[config.mk]
export PLATFORM = sky130hd
export DESIGN_NAME = fetch_pc_gen
export DESIGN_NICKNAME = d
export VERILOG_FILES = /design/src/rtl/fetch_pkg.sv /design/src/rtl/fetch_perf_cnt.sv /design/src/rtl/fetch_pc_gen.sv
export SDC_FILE = /design/constraint.sdc
export NUM_CORES = 1
export LEC_CHECK = 0
export BUFFER_PORTS_ARGS = -buffer_cell sky130_fd_sc_hd__buf_4
export CELL_PAD_IN_SITES_DETAIL_PLACEMENT = 1
export CELL_PAD_IN_SITES_GLOBAL_PLACEMENT = 1
export CORE_ASPECT_RATIO = 0.75
export CORE_MARGIN = 10
export CORE_UTILIZATION = 34
export DETAILED_ROUTE_END_ITERATION = 10
export PLACE_DENSITY = 0.82
export SYNTH_ARGS = -nofsm -noshare
export SYNTH_HDL_FRONTEND = slang
export SYNTH_SLANG_ARGS = --single-unit
[constraint.sdc]
create_clock -name clk -period 4 [get_ports clk]
set_input_delay 0.2 -clock clk [delete_from_list [all_inputs] [get_ports clk]]
set_output_delay 0.2 -clock clk [all_outputs]
set_load 0.01 [all_outputs]
[src/rtl/fetch_pkg.sv]
// Shared types and constants for the fetch stage.
package fetch_pkg;

  typedef enum logic {
    S_BOOT = 1'b0,
    S_RUN  = 1'b1
  } state_e;

  localparam logic [31:0] INSN_BYTES = 32'd4;

  typedef struct packed {
    logic        valid;
    logic [31:0] pc;
    logic        pred_taken;
    logic [31:0] pred_target;
  } fetch_pkt_t;

  function automatic logic [31:0] align_pc(input logic [31:0] addr);
    return {addr[31:2], 2'b00};
  endfunction

endpackage

[src/rtl/fetch_perf_cnt.sv]
// Bank of three saturating event counters: [0] fetch, [1] predicted-taken, [2] redirect.
module fetch_perf_cnt #(
  parameter int unsigned W = 32
) (
  input  logic         clk_i,
  input  logic         rst_i,
  input  logic [2:0]   inc_i,
  output logic [W-1:0] fetch_cnt_o,
  output logic [W-1:0] pred_cnt_o,
  output logic [W-1:0] redir_cnt_o
);

  logic [2:0][W-1:0] cnt_q;
  logic [2:0][W-1:0] cnt_d;

  // Increment each counter on its event, holding once it reaches all-ones.
  always_comb begin
    cnt_d = cnt_q;
    for (int i = 0; i < 3; i++) begin
      if (inc_i[i] && (cnt_q[i] != {W{1'b1}})) begin
        cnt_d[i] = cnt_q[i] + {{(W-1){1'b0}}, 1'b1};
      end else begin
        cnt_d[i] = cnt_q[i];
      end
    end
  end

  // Counter registers with synchronous reset.
  always_ff @(posedge clk_i) begin
    if (rst_i) begin
      cnt_q <= '0;
    end else begin
      cnt_q <= cnt_d;
    end
  end

  assign fetch_cnt_o = cnt_q[0];
  assign pred_cnt_o  = cnt_q[1];
  assign redir_cnt_o = cnt_q[2];

endmodule

[src/rtl/fetch_pc_gen.sv]
// Fetch-stage next-PC generator with BTB-driven prediction, stall and redirect.
// Optional perf counters enabled by defining FETCH_PERF_CNT_EN.
module fetch_pc_gen
  import fetch_pkg::*;
#(
  parameter logic [31:0] RESET_PC = 32'h0000_0000,
  parameter int unsigned PERF_W   = 32
) (
  input  logic              clk,
  input  logic              rst,
  input  logic              stall,
  input  logic              redirect,
  input  logic [31:0]       redirect_pc,
  input  logic              btb_valid,
  input  logic              btb_taken,
  input  logic [31:0]       btb_target,
  output logic [31:0]       pc,
  output logic              fetch_valid,
  output logic              if_valid,
  output logic [31:0]       if_pc,
  output logic              if_pred_taken,
  output logic [31:0]       if_pred_target,
  output logic [PERF_W-1:0] perf_fetch_cnt,
  output logic [PERF_W-1:0] perf_pred_cnt,
  output logic [PERF_W-1:0] perf_redir_cnt
);

  state_e      state_q, state_d;
  logic [31:0] pc_q, pc_d;
  fetch_pkt_t  pkt_q, pkt_d;
  logic        fetch_valid_s;
  logic        pred_hit_s;

  assign fetch_valid_s = (state_q == S_RUN);
  assign pred_hit_s    = btb_valid & btb_taken;

  // Boot lasts exactly one cycle; afterwards only reset leaves S_RUN.
  always_comb begin
    state_d = state_q;
    case (state_q)
      S_BOOT:  state_d = S_RUN;
      S_RUN:   state_d = S_RUN;
      default: state_d = S_BOOT;
    endcase
  end

  // Next PC and packet: redirect beats stall, stall beats normal advance.
  always_comb begin
    pc_d  = pc_q;
    pkt_d = pkt_q;
    if (redirect) begin
      pc_d        = align_pc(redirect_pc);
      pkt_d.valid = 1'b0;
    end else if (stall) begin
      pc_d  = pc_q;
      pkt_d = pkt_q;
    end else begin
      pkt_d.valid       = fetch_valid_s;
      pkt_d.pc          = pc_q;
      pkt_d.pred_taken  = pred_hit_s;
      pkt_d.pred_target = btb_target;
      // The boot cycle issues no fetch, so the PC must not move yet.
      if (!fetch_valid_s) begin
        pc_d = pc_q;
      end else if (pred_hit_s) begin
        pc_d = align_pc(btb_target);
      end else begin
        pc_d = pc_q + INSN_BYTES;
      end
    end
  end

  // State, PC and packet registers.
  always_ff @(posedge clk) begin
    if (rst) begin
      state_q <= S_BOOT;
      pc_q    <= RESET_PC;
      pkt_q   <= '0;
    end else begin
      state_q <= state_d;
      pc_q    <= pc_d;
      pkt_q   <= pkt_d;
    end
  end

  assign pc             = pc_q;
  assign fetch_valid    = fetch_valid_s;
  assign if_valid       = pkt_q.valid;
  assign if_pc          = pkt_q.pc;
  assign if_pred_taken  = pkt_q.pred_taken;
  assign if_pred_target = pkt_q.pred_target;

`ifdef FETCH_PERF_CNT_EN
  logic       advance_s;
  logic [2:0] perf_inc_s;

  assign advance_s  = ~redirect & ~stall;
  assign perf_inc_s = {redirect,
                       advance_s & fetch_valid_s & pred_hit_s,
                       advance_s & fetch_valid_s};

  fetch_perf_cnt #(
    .W (PERF_W)
  ) u_perf (
    .clk_i       (clk),
    .rst_i       (rst),
    .inc_i       (perf_inc_s),
    .fetch_cnt_o (perf_fetch_cnt),
    .pred_cnt_o  (perf_pred_cnt),
    .redir_cnt_o (perf_redir_cnt)
  );
`else
  assign perf_fetch_cnt = '0;
  assign perf_pred_cnt  = '0;
  assign perf_redir_cnt = '0;
`endif

endmodule

== After elaboration in Yosys (flattened, before gate mapping) ==
Cells that the tools add are included.

* Register bits after elaboration: 99
* Input bits: 70
* Output and inout port bits: 195

* Add/sub/neg operators: 1
* Equal/unequal tests: 1
* Mux-type cells: 5
* Bitwise gates (word level): 3
* Reductions and logical operators: 5

{| class="wikitable"
|+ Operators with widths
! kind !! count
|-
| $mux W32 || 4
|-
| $add A32 B3 Y32 const B || 1
|-
| $reduce_and A2 Y1 || 3
|-
| $ne A2 B1 Y1 const B || 1
|-
| $not A1 Y1 || 2
|-
| $reduce_bool A2 Y1 || 1
|-
| $reduce_or A2 Y1 || 1
|-
| $and A1 B1 Y1 || 1
|-
| $mux W1 || 1
|}

== Logic depth before layout (Yosys ltp) ==
Gate-level depths: netlist (run 1).

* Word-level depth: 5
* Mapped depth: 7
* Gate-level depth less buffers: 6

== Worst setup path before layout (run 1) ==
OpenSTA, ideal clock, no wires.

* Path type: reg-to-reg
* Start point: register pc_q[2], in the netlist pc[2]
* End point: register pc_q[26], in the netlist pc[26]
* Arrival time: 1.641 ns
* Path slack: 2.237 ns
* Cell stages (with the launch flop): 6
* Path buffers: 0
* Clock period less this slack: 1.763 ns
* Cells stage by stage: dfxtp_1 ha_1 nand3_1 nor3_4 nand2_2 o311a_1

* Longest elaborated chain between the ends: 5

{| class="wikitable"
|+ RTL lines
! item !! RTL line !! text
|-
| from (decl) || fetch_pc_gen.sv:29 || <nowiki>logic [31:0] pc_q, pc_d;</nowiki>
|-
| from (signal assigned) || fetch_pc_gen.sv:81 || <nowiki>pc_q <= pc_d;</nowiki>
|-
| $add A32 B3 Y32 || fetch_pc_gen.sv:68 || <nowiki>pc_d = pc_q + INSN_BYTES;</nowiki>
|-
| $mux W32 || fetch_pc_gen.sv:65 || <nowiki>end else if (pred_hit_s) begin</nowiki>
|-
| $mux W32 || fetch_pc_gen.sv:63 || <nowiki>if (!fetch_valid_s) begin</nowiki>
|-
| $mux W32 || fetch_pc_gen.sv:54 || <nowiki>end else if (stall) begin</nowiki>
|-
| $mux W32 || fetch_pc_gen.sv:51 || <nowiki>if (redirect) begin</nowiki>
|}

Every way passes these cells. The select of a mux whose other input is x is not followed.
A chain may end at the register's enable or synchronous reset.

== Final worst setup path (run 1) ==
* Start point: register state_q, in the netlist fetch_valid
* End point: register pc_q[21], in the netlist pc[21]

* Longest elaborated chain between the ends: 2

{| class="wikitable"
|+ RTL lines
! item !! RTL line !! text
|-
| from (decl) || fetch_pc_gen.sv:28 || <nowiki>state_e state_q, state_d;</nowiki>
|-
| from (signal assigned) || fetch_pc_gen.sv:80 || <nowiki>state_q <= state_d;</nowiki>
|-
| $reduce_bool A2 Y1 (no source line) || n/a ||
|-
| $reduce_and A2 Y1 (no source line) || n/a ||
|}

Every way passes these cells.

==> results of run 1 <==
-- flip-flops by register name, summed over array words and instances (netlist names) --
| name | cells |
|---|---|
| if_pred_taken | 1 |
| if_valid | 1 |
| pc | 32 |
| if_pred_target | 32 |
| fetch_valid | 1 |
| if_pc | 32 |
-- metrics by stage --
stage / hold slack (ns) / setup slack, ns / util / power [W]
global route: 0.0437 / 1.37 / 0.439 / 0.00245
global placement: 0.398 / 1.68 / 0.420 / 0.00148
floorplan: 0.306 / 2.24 / - / 0.00136
detailed placement: 0.401 / 1.61 / 0.420 / 0.00149
finish: 0.0516 / 1.53 / 0.440 / 0.00233
CTS: 0.0403 / 1.61 / 0.439 / 0.00236
-- critical path: cells and delay by family (launching register included) --
kind	cells	cell delay, ns
AOI/OAI and AO/OA	2	0.51
DFF	1	0.40
and+or+nand+nor	2	1.45
-- power groups by stage --
stage / registers, W / clock network [W] / logic, W
after global routing: 0.00109 / 0.000931 / 0.000423
after floorplan: 0.00111 / 0 / 0.000251
after CTS: 0.00109 / 0.000892 / 0.000381
final: 0.00109 / 0.000864 / 0.000384
after global placement: 0.00111 / 0 / 0.000374
after detailed placement: 0.00111 / 0 / 0.000380
-- placed cells by master (no fill, tap or decap), drive strengths merged, types with 11 or more instances in the layout --
cell type and count:
a21oi 86, a221oi 11, buf 171, conb 96
dfxtp 99, nand2 152, nand3 20, nor2 31
nor3 13, o21ai 20
-- routing by layer --
layer  global-route usage  vias to the layer above
met1                0.256                     2308
met5                    0                        -
met4               0.0390                        0
li1                     -                     2393
met2                0.273                      174
met3               0.0646                       10
-- cell type report --
type / count / area [um^2] / share of cell area
Multi-Input combinational cell: 521 / 2630 / 0.407
Sequential cell: 99 / 1980 / 0.307
Tap cell: 200 / 250 / 0.0387
Inverter: 7 / 26.3 / 0.00407
Clock inverter: 6 / 57.6 / 0.00891
Antenna cell: 1 / 2.50 / 0.000387
Timing Repair Buffer: 171 / 1280 / 0.199
Clock buffer: 9 / 225 / 0.0349
-- worst paths after layout --
check / from / end / slack (ns) / cells past startpoint
setup / recovery: fetch_valid / pc[21] / 1.53 / 4
setup reg to reg: fetch_valid / pc[21] / 1.53 / 4
hold reg to reg: if_pred_target[1] / if_pred_target[1] / 0.46 / 2
hold / removal: redirect_pc[8] / pc[8] / 0.05 / 3
-- logic make-up after synthesis --
group                      count (synthesis)
adders and majority gates                  1
and+or+nand+nor                          246
DFF                                       99
other                                      1
AOI/OAI and AO/OA                        163
xor gates and xnor gates                  11
muxes                                      4
buffers and inverters                    146
==> impl_metrics.env, run 1 <==
export IMPL_vdd_drop_max_v=0.000195
export IMPL_period_needed_ns=2.47
export IMPL_drt_wl_total_um=20200
export IMPL_synth_main_ff_cell="dfxtp_1"
export IMPL_cts_sinks=99
export IMPL_syn_inst=671
export IMPL_synth_top_family_by_area="simple AND/OR/NAND/NOR gates"
export IMPL_power_leakage_nw=2.79
export IMPL_clock_latency_ns=0.34
export IMPL_met1Wirelength_um=9090
export IMPL_p_comb_frac=0.165
export IMPL_power_density_nw_per_um2=361
export IMPL_antenna_found_initial=0
export IMPL_setup_viol=0
export IMPL_clkPwrFrac=0.370
export IMPL_nFillCells=1868
export IMPL_layoutNonFillerInstCount=1014
export IMPL_synthMuxAreaShare=0.00799
export IMPL_avgSynthCellArea_um2=7.70
export IMPL_slew_violations=0
export IMPL_synth_top_cells_by_count="nand2_1, dfxtp_1, buf_4, a21oi_1, nor2_1"
export IMPL_slew_headroom=0.314
export IMPL_dr_first_iter_drc_count=341
export IMPL_synth_compound_area_frac=0.194
export IMPL_num_vias=4885
export IMPL_cp_start_kind="register"
export IMPL_crit_path_max_incr_delay_ns=0.90
export IMPL_gr_total_overflow=0
export IMPL_crit_chain="nand2b_1 > nor2_1 > a221oi_1 > o32ai_1"
export IMPL_crit_path_top_delay_cell="nor2_1"
export IMPL_end_kind="register"
export IMPL_yosysMostFrequentCell="nand2_1"
export IMPL_cts_hold_buf=0
export IMPL_htreeDepth=3
export IMPL_nets=880
export IMPL_dp_hpwl_um=15300
export IMPL_route_top_layer_used="met4"
export IMPL_wl_met3_um=1810
export IMPL_path_clk_slew_ns=0.07
export IMPL_die_x_um=162
export IMPL_finalWeightedCongestion=0.838
export IMPL_synth_top_area_share=0.384
export IMPL_p_switching_w=0.000674
export IMPL_synth_xor_area_share=0.0186
export IMPL_yosysUniqueCellTypes=53
export IMPL_dr_wl_met2_um=9150
export IMPL_netlist_area_um2=5170
export IMPL_port_buffers=166
export IMPL_finalHoldViolCount=0
export IMPL_cts_tree="built"
export IMPL_cts_resized_gates=0
export IMPL_syn_to_final_growth_pct=25.0
export IMPL_die_h_um=127
export IMPL_tightestPinTransition_ns=1.03
export IMPL_synth_top_area_cell="dfxtp_1"
export IMPL_final_layout_size_suffix_gt1_frac=0.244
export IMPL_max_clock_path_buffers=2
export IMPL_ant_nets=0
export IMPL_io_pins=265
export IMPL_rows=38
export IMPL_timing_fmax_mhz=405
export IMPL_crit_type="register to register"
export IMPL_max_cap_violations=0
export IMPL_start_util=0.352
export IMPL_place_inst=998
export IMPL_async_flop_share=0
export IMPL_fin_worst_skew_ns=0.00813
export IMPL_ys_seq_elements=99
export IMPL_min_period_over_period=0.618
export IMPL_synth_edff_count=0
export IMPL_status="completed"
export IMPL_grt_max_degree=70
export IMPL_grt_pass1_vias=5036
export IMPL_grt_use_total=0.186
export IMPL_final_area_um2=6460
export IMPL_required_ns=4.24
export IMPL_rsz0062_at_grt="false"
export IMPL_place_area_um2=6170
export IMPL_dieArea_um2=20600
export IMPL_firstDrtPassIters=4
export IMPL_drc=0
export IMPL_tns_ns=0
export IMPL_postCtsSetupBuffers=0
export IMPL_wl_per_cell_um=20.0
export IMPL_via_per_inst=4.82
export IMPL_placeableCoreArea_um2=14700
export IMPL_p_int_w=0.00166
export IMPL_yosys_area_share_simple=0.215
export IMPL_cp_max_fo=23
export IMPL_synth_seq_area_share=0.384
export IMPL_synthTopCellsByArea="dfxtp_1, buf_4, nand2_1"
export IMPL_cts_buffers=9
export IMPL_hold_class="input pin to register"
export IMPL_worstPathArrival_ns=2.71
export IMPL_root_buffer="clkbuf_16"
export IMPL_p_sw_frac=0.289
export IMPL_yosys_area_share_adder=0.00242
export IMPL_grt_pass1_wl_um=30500
export IMPL_pwr_share_seq=0.465
export IMPL_yosysWarningCount=0
Note: power is estimated with default switching activity, not from simulation.
==> run 2: changes to the inputs <==
- CORE_UTILIZATION: 34 -> 32
- PLACE_DENSITY: 0.82 -> 0.78
- clock period: 4 -> 2.45 ns (I/O delays scaled with it)
==> run 2 against run 1 <==
Net effect: count of clock-buffer cells in the layout grew 1; cell area grew 3.2%; global-route usage shrank 1.0 points; critical path type unchanged; largest power group unchanged.
==> impl_metrics.env, run 2 (synthesis gave the netlist of run 1 again) <==
export IMPL_firstDrtPassIters=5
export IMPL_dieArea_um2=21700
export IMPL_p_sw_frac=0.280
export IMPL_required_ns=2.69
export IMPL_power_density_nw_per_um2=597
export IMPL_port_buffers=166
export IMPL_timing_fmax_mhz=458
export IMPL_wl_per_cell_um=19.7
export IMPL_seqCellArea_um2=1980
export IMPL_hold_class="input pin to register"
export IMPL_grt_use_total=0.176
export IMPL_tightestPinTransition_ns=0.911
export IMPL_slew_headroom=0.391
export IMPL_place_area_um2=6280
export IMPL_nFillCells=2014
export IMPL_root_buffer="clkbuf_16"
export IMPL_final_area_um2=6670
export IMPL_clock_latency_ns=0.35
export IMPL_via_per_inst=4.80
export IMPL_grt_max_degree=44
export IMPL_drt_wl_total_um=20500
export IMPL_gr_total_overflow=0
export IMPL_total_power_w=0.00398
export IMPL_cts_sinks=99
export IMPL_rsz0062_at_grt="false"
export IMPL_die_x_um=167
export IMPL_p_comb_frac=0.166
export IMPL_final_common_cell="buf_4"
export IMPL_slew_violations=0
export IMPL_cts_buffers=9
export IMPL_timing_rr_end="pc[26]"
export IMPL_start_util=0.325
export IMPL_io_pins=265
export IMPL_num_vias=5010
export IMPL_timing_rr_start="pc[2]"
export IMPL_dr_first_iter_drc_count=365
export IMPL_ant_nets=0
export IMPL_max_clock_path_buffers=2
export IMPL_clkPwrFrac=0.390
export IMPL_cts_hold_buf=7
export IMPL_end_kind="register"
export IMPL_syn_to_final_growth_pct=29.0
export IMPL_finalHoldViolCount=0
export IMPL_htreeDepth=3
export IMPL_nets=899
export IMPL_worstPathArrival_ns=2.42
export IMPL_reg2regPathDepth=5
export IMPL_postCtsSetupBuffers=0
export IMPL_antenna_found_initial=1
export IMPL_path_clk_slew_ns=0.07
export IMPL_crit_type="register to register"
export IMPL_p_switching_w=0.00111
export IMPL_rows=40
export IMPL_pwr_share_seq=0.444
export IMPL_p_int_w=0.00286
export IMPL_power_leakage_nw=2.89
export IMPL_grt_pass1_wl_um=30300
export IMPL_fin_worst_skew_ns=0.00458
export IMPL_final_layout_size_suffix_gt1_frac=0.252
export IMPL_drc=0
export IMPL_max_cap_violations=0
export IMPL_grt_pass1_vias=5049
export IMPL_status="completed"
export IMPL_ff2ff_setup_slack_ns=0.27
export IMPL_vdd_drop_max_v=0.000389
export IMPL_period_needed_ns=2.18
export IMPL_cts_tree="built"
export IMPL_min_period_over_period=0.890
export IMPL_startpoint="pc[2]"
export IMPL_multi_input_area_um2=2630
export IMPL_finalWeightedCongestion=0.832
export IMPL_die_h_um=130
export IMPL_cts_resized_gates=0
export IMPL_worstSetupEndpoint="pc[26]"
export IMPL_cp_start_kind="register"
export IMPL_placeableCoreArea_um2=15900
export IMPL_dp_hpwl_um=15700
export IMPL_cp_max_fo=9
export IMPL_setup_viol=0
export IMPL_tns_ns=0
export IMPL_final_cell_mix="buf_4, nand2_1, dfxtp_1"
-- run 2: cell count changes in the layout (fill, tap and decap cells not counted), sizes merged --
cell         before  now
bufinv            1    2
dlygate4sd3       0    7
buf             171  183
clkbuf            9   10
clkinv            5    3
-- run 2: worst min-delay path by stage --
stage	slack, ns	end	cells past startpoint	start
after global placement	0.32	pc[10]	2	redirect_pc[10]
after global routing	0.03	pc[3]	3	redirect_pc[3]
after CTS	0.02	pc[3]	3	redirect_pc[3]
after detailed placement	0.32	pc[10]	2	redirect_pc[10]
after floorplan	0.23	pc[6]	2	redirect_pc[6]
final	0.02	pc[3]	3	redirect_pc[3]
-- run 2: metrics by stage --
step / worst slack [ns] / util / instances / hold WS (ns)
floorplan: 0.687 / - / 766 / 0.229
global placement: 0.396 / 0.394 / 1020 / 0.317
detailed placement: 0.339 / 0.394 / 1020 / 0.321
CTS: 0.311 / 0.419 / 1042 / 0.0157
global route: 0.113 / 0.419 / 1042 / 0.0306
finish: 0.269 / 0.419 / 1043 / 0.0197
-- run 2: metal layers --
| layer | share of wire | track usage |
|---|---|---|
| met1 | 0.47 | 0.238 |
| met2 | 0.44 | 0.268 |
| met3 | 0.079 | 0.0562 |
| met4 | 0.011 | 0.0386 |
| met5 | 0 | 0 |
-- run 2: critical path, cell delays in order (launching register included) --
cell	delay, ns
dfxtp_1	0.49
ha_1	0.24
nand3_1	0.26
nor3_4	0.53
nand2_2	0.18
o311a_1	0.36
-- run 2: final cells by class --
class                           count  area share
Multi-Input combinational cell    521       0.395
Sequential cell                    99       0.297
Timing Repair Buffer              190       0.217
Tap cell                          210      0.0394
Clock buffer                       10      0.0359
Clock inverter                      5      0.0116
Inverter                            7     0.00394
Antenna cell                        1    0.000375
-- run 2: power by group through the flow --
stage               Combinational, W  Clock [W]  Sequential, W
floorplan                   0.000409          0        0.00182
global placement            0.000633          0        0.00180
detailed placement          0.000641          0        0.00180
CTS                         0.000655    0.00158        0.00177
global route                0.000725    0.00164        0.00178
finish                      0.000661    0.00155        0.00177
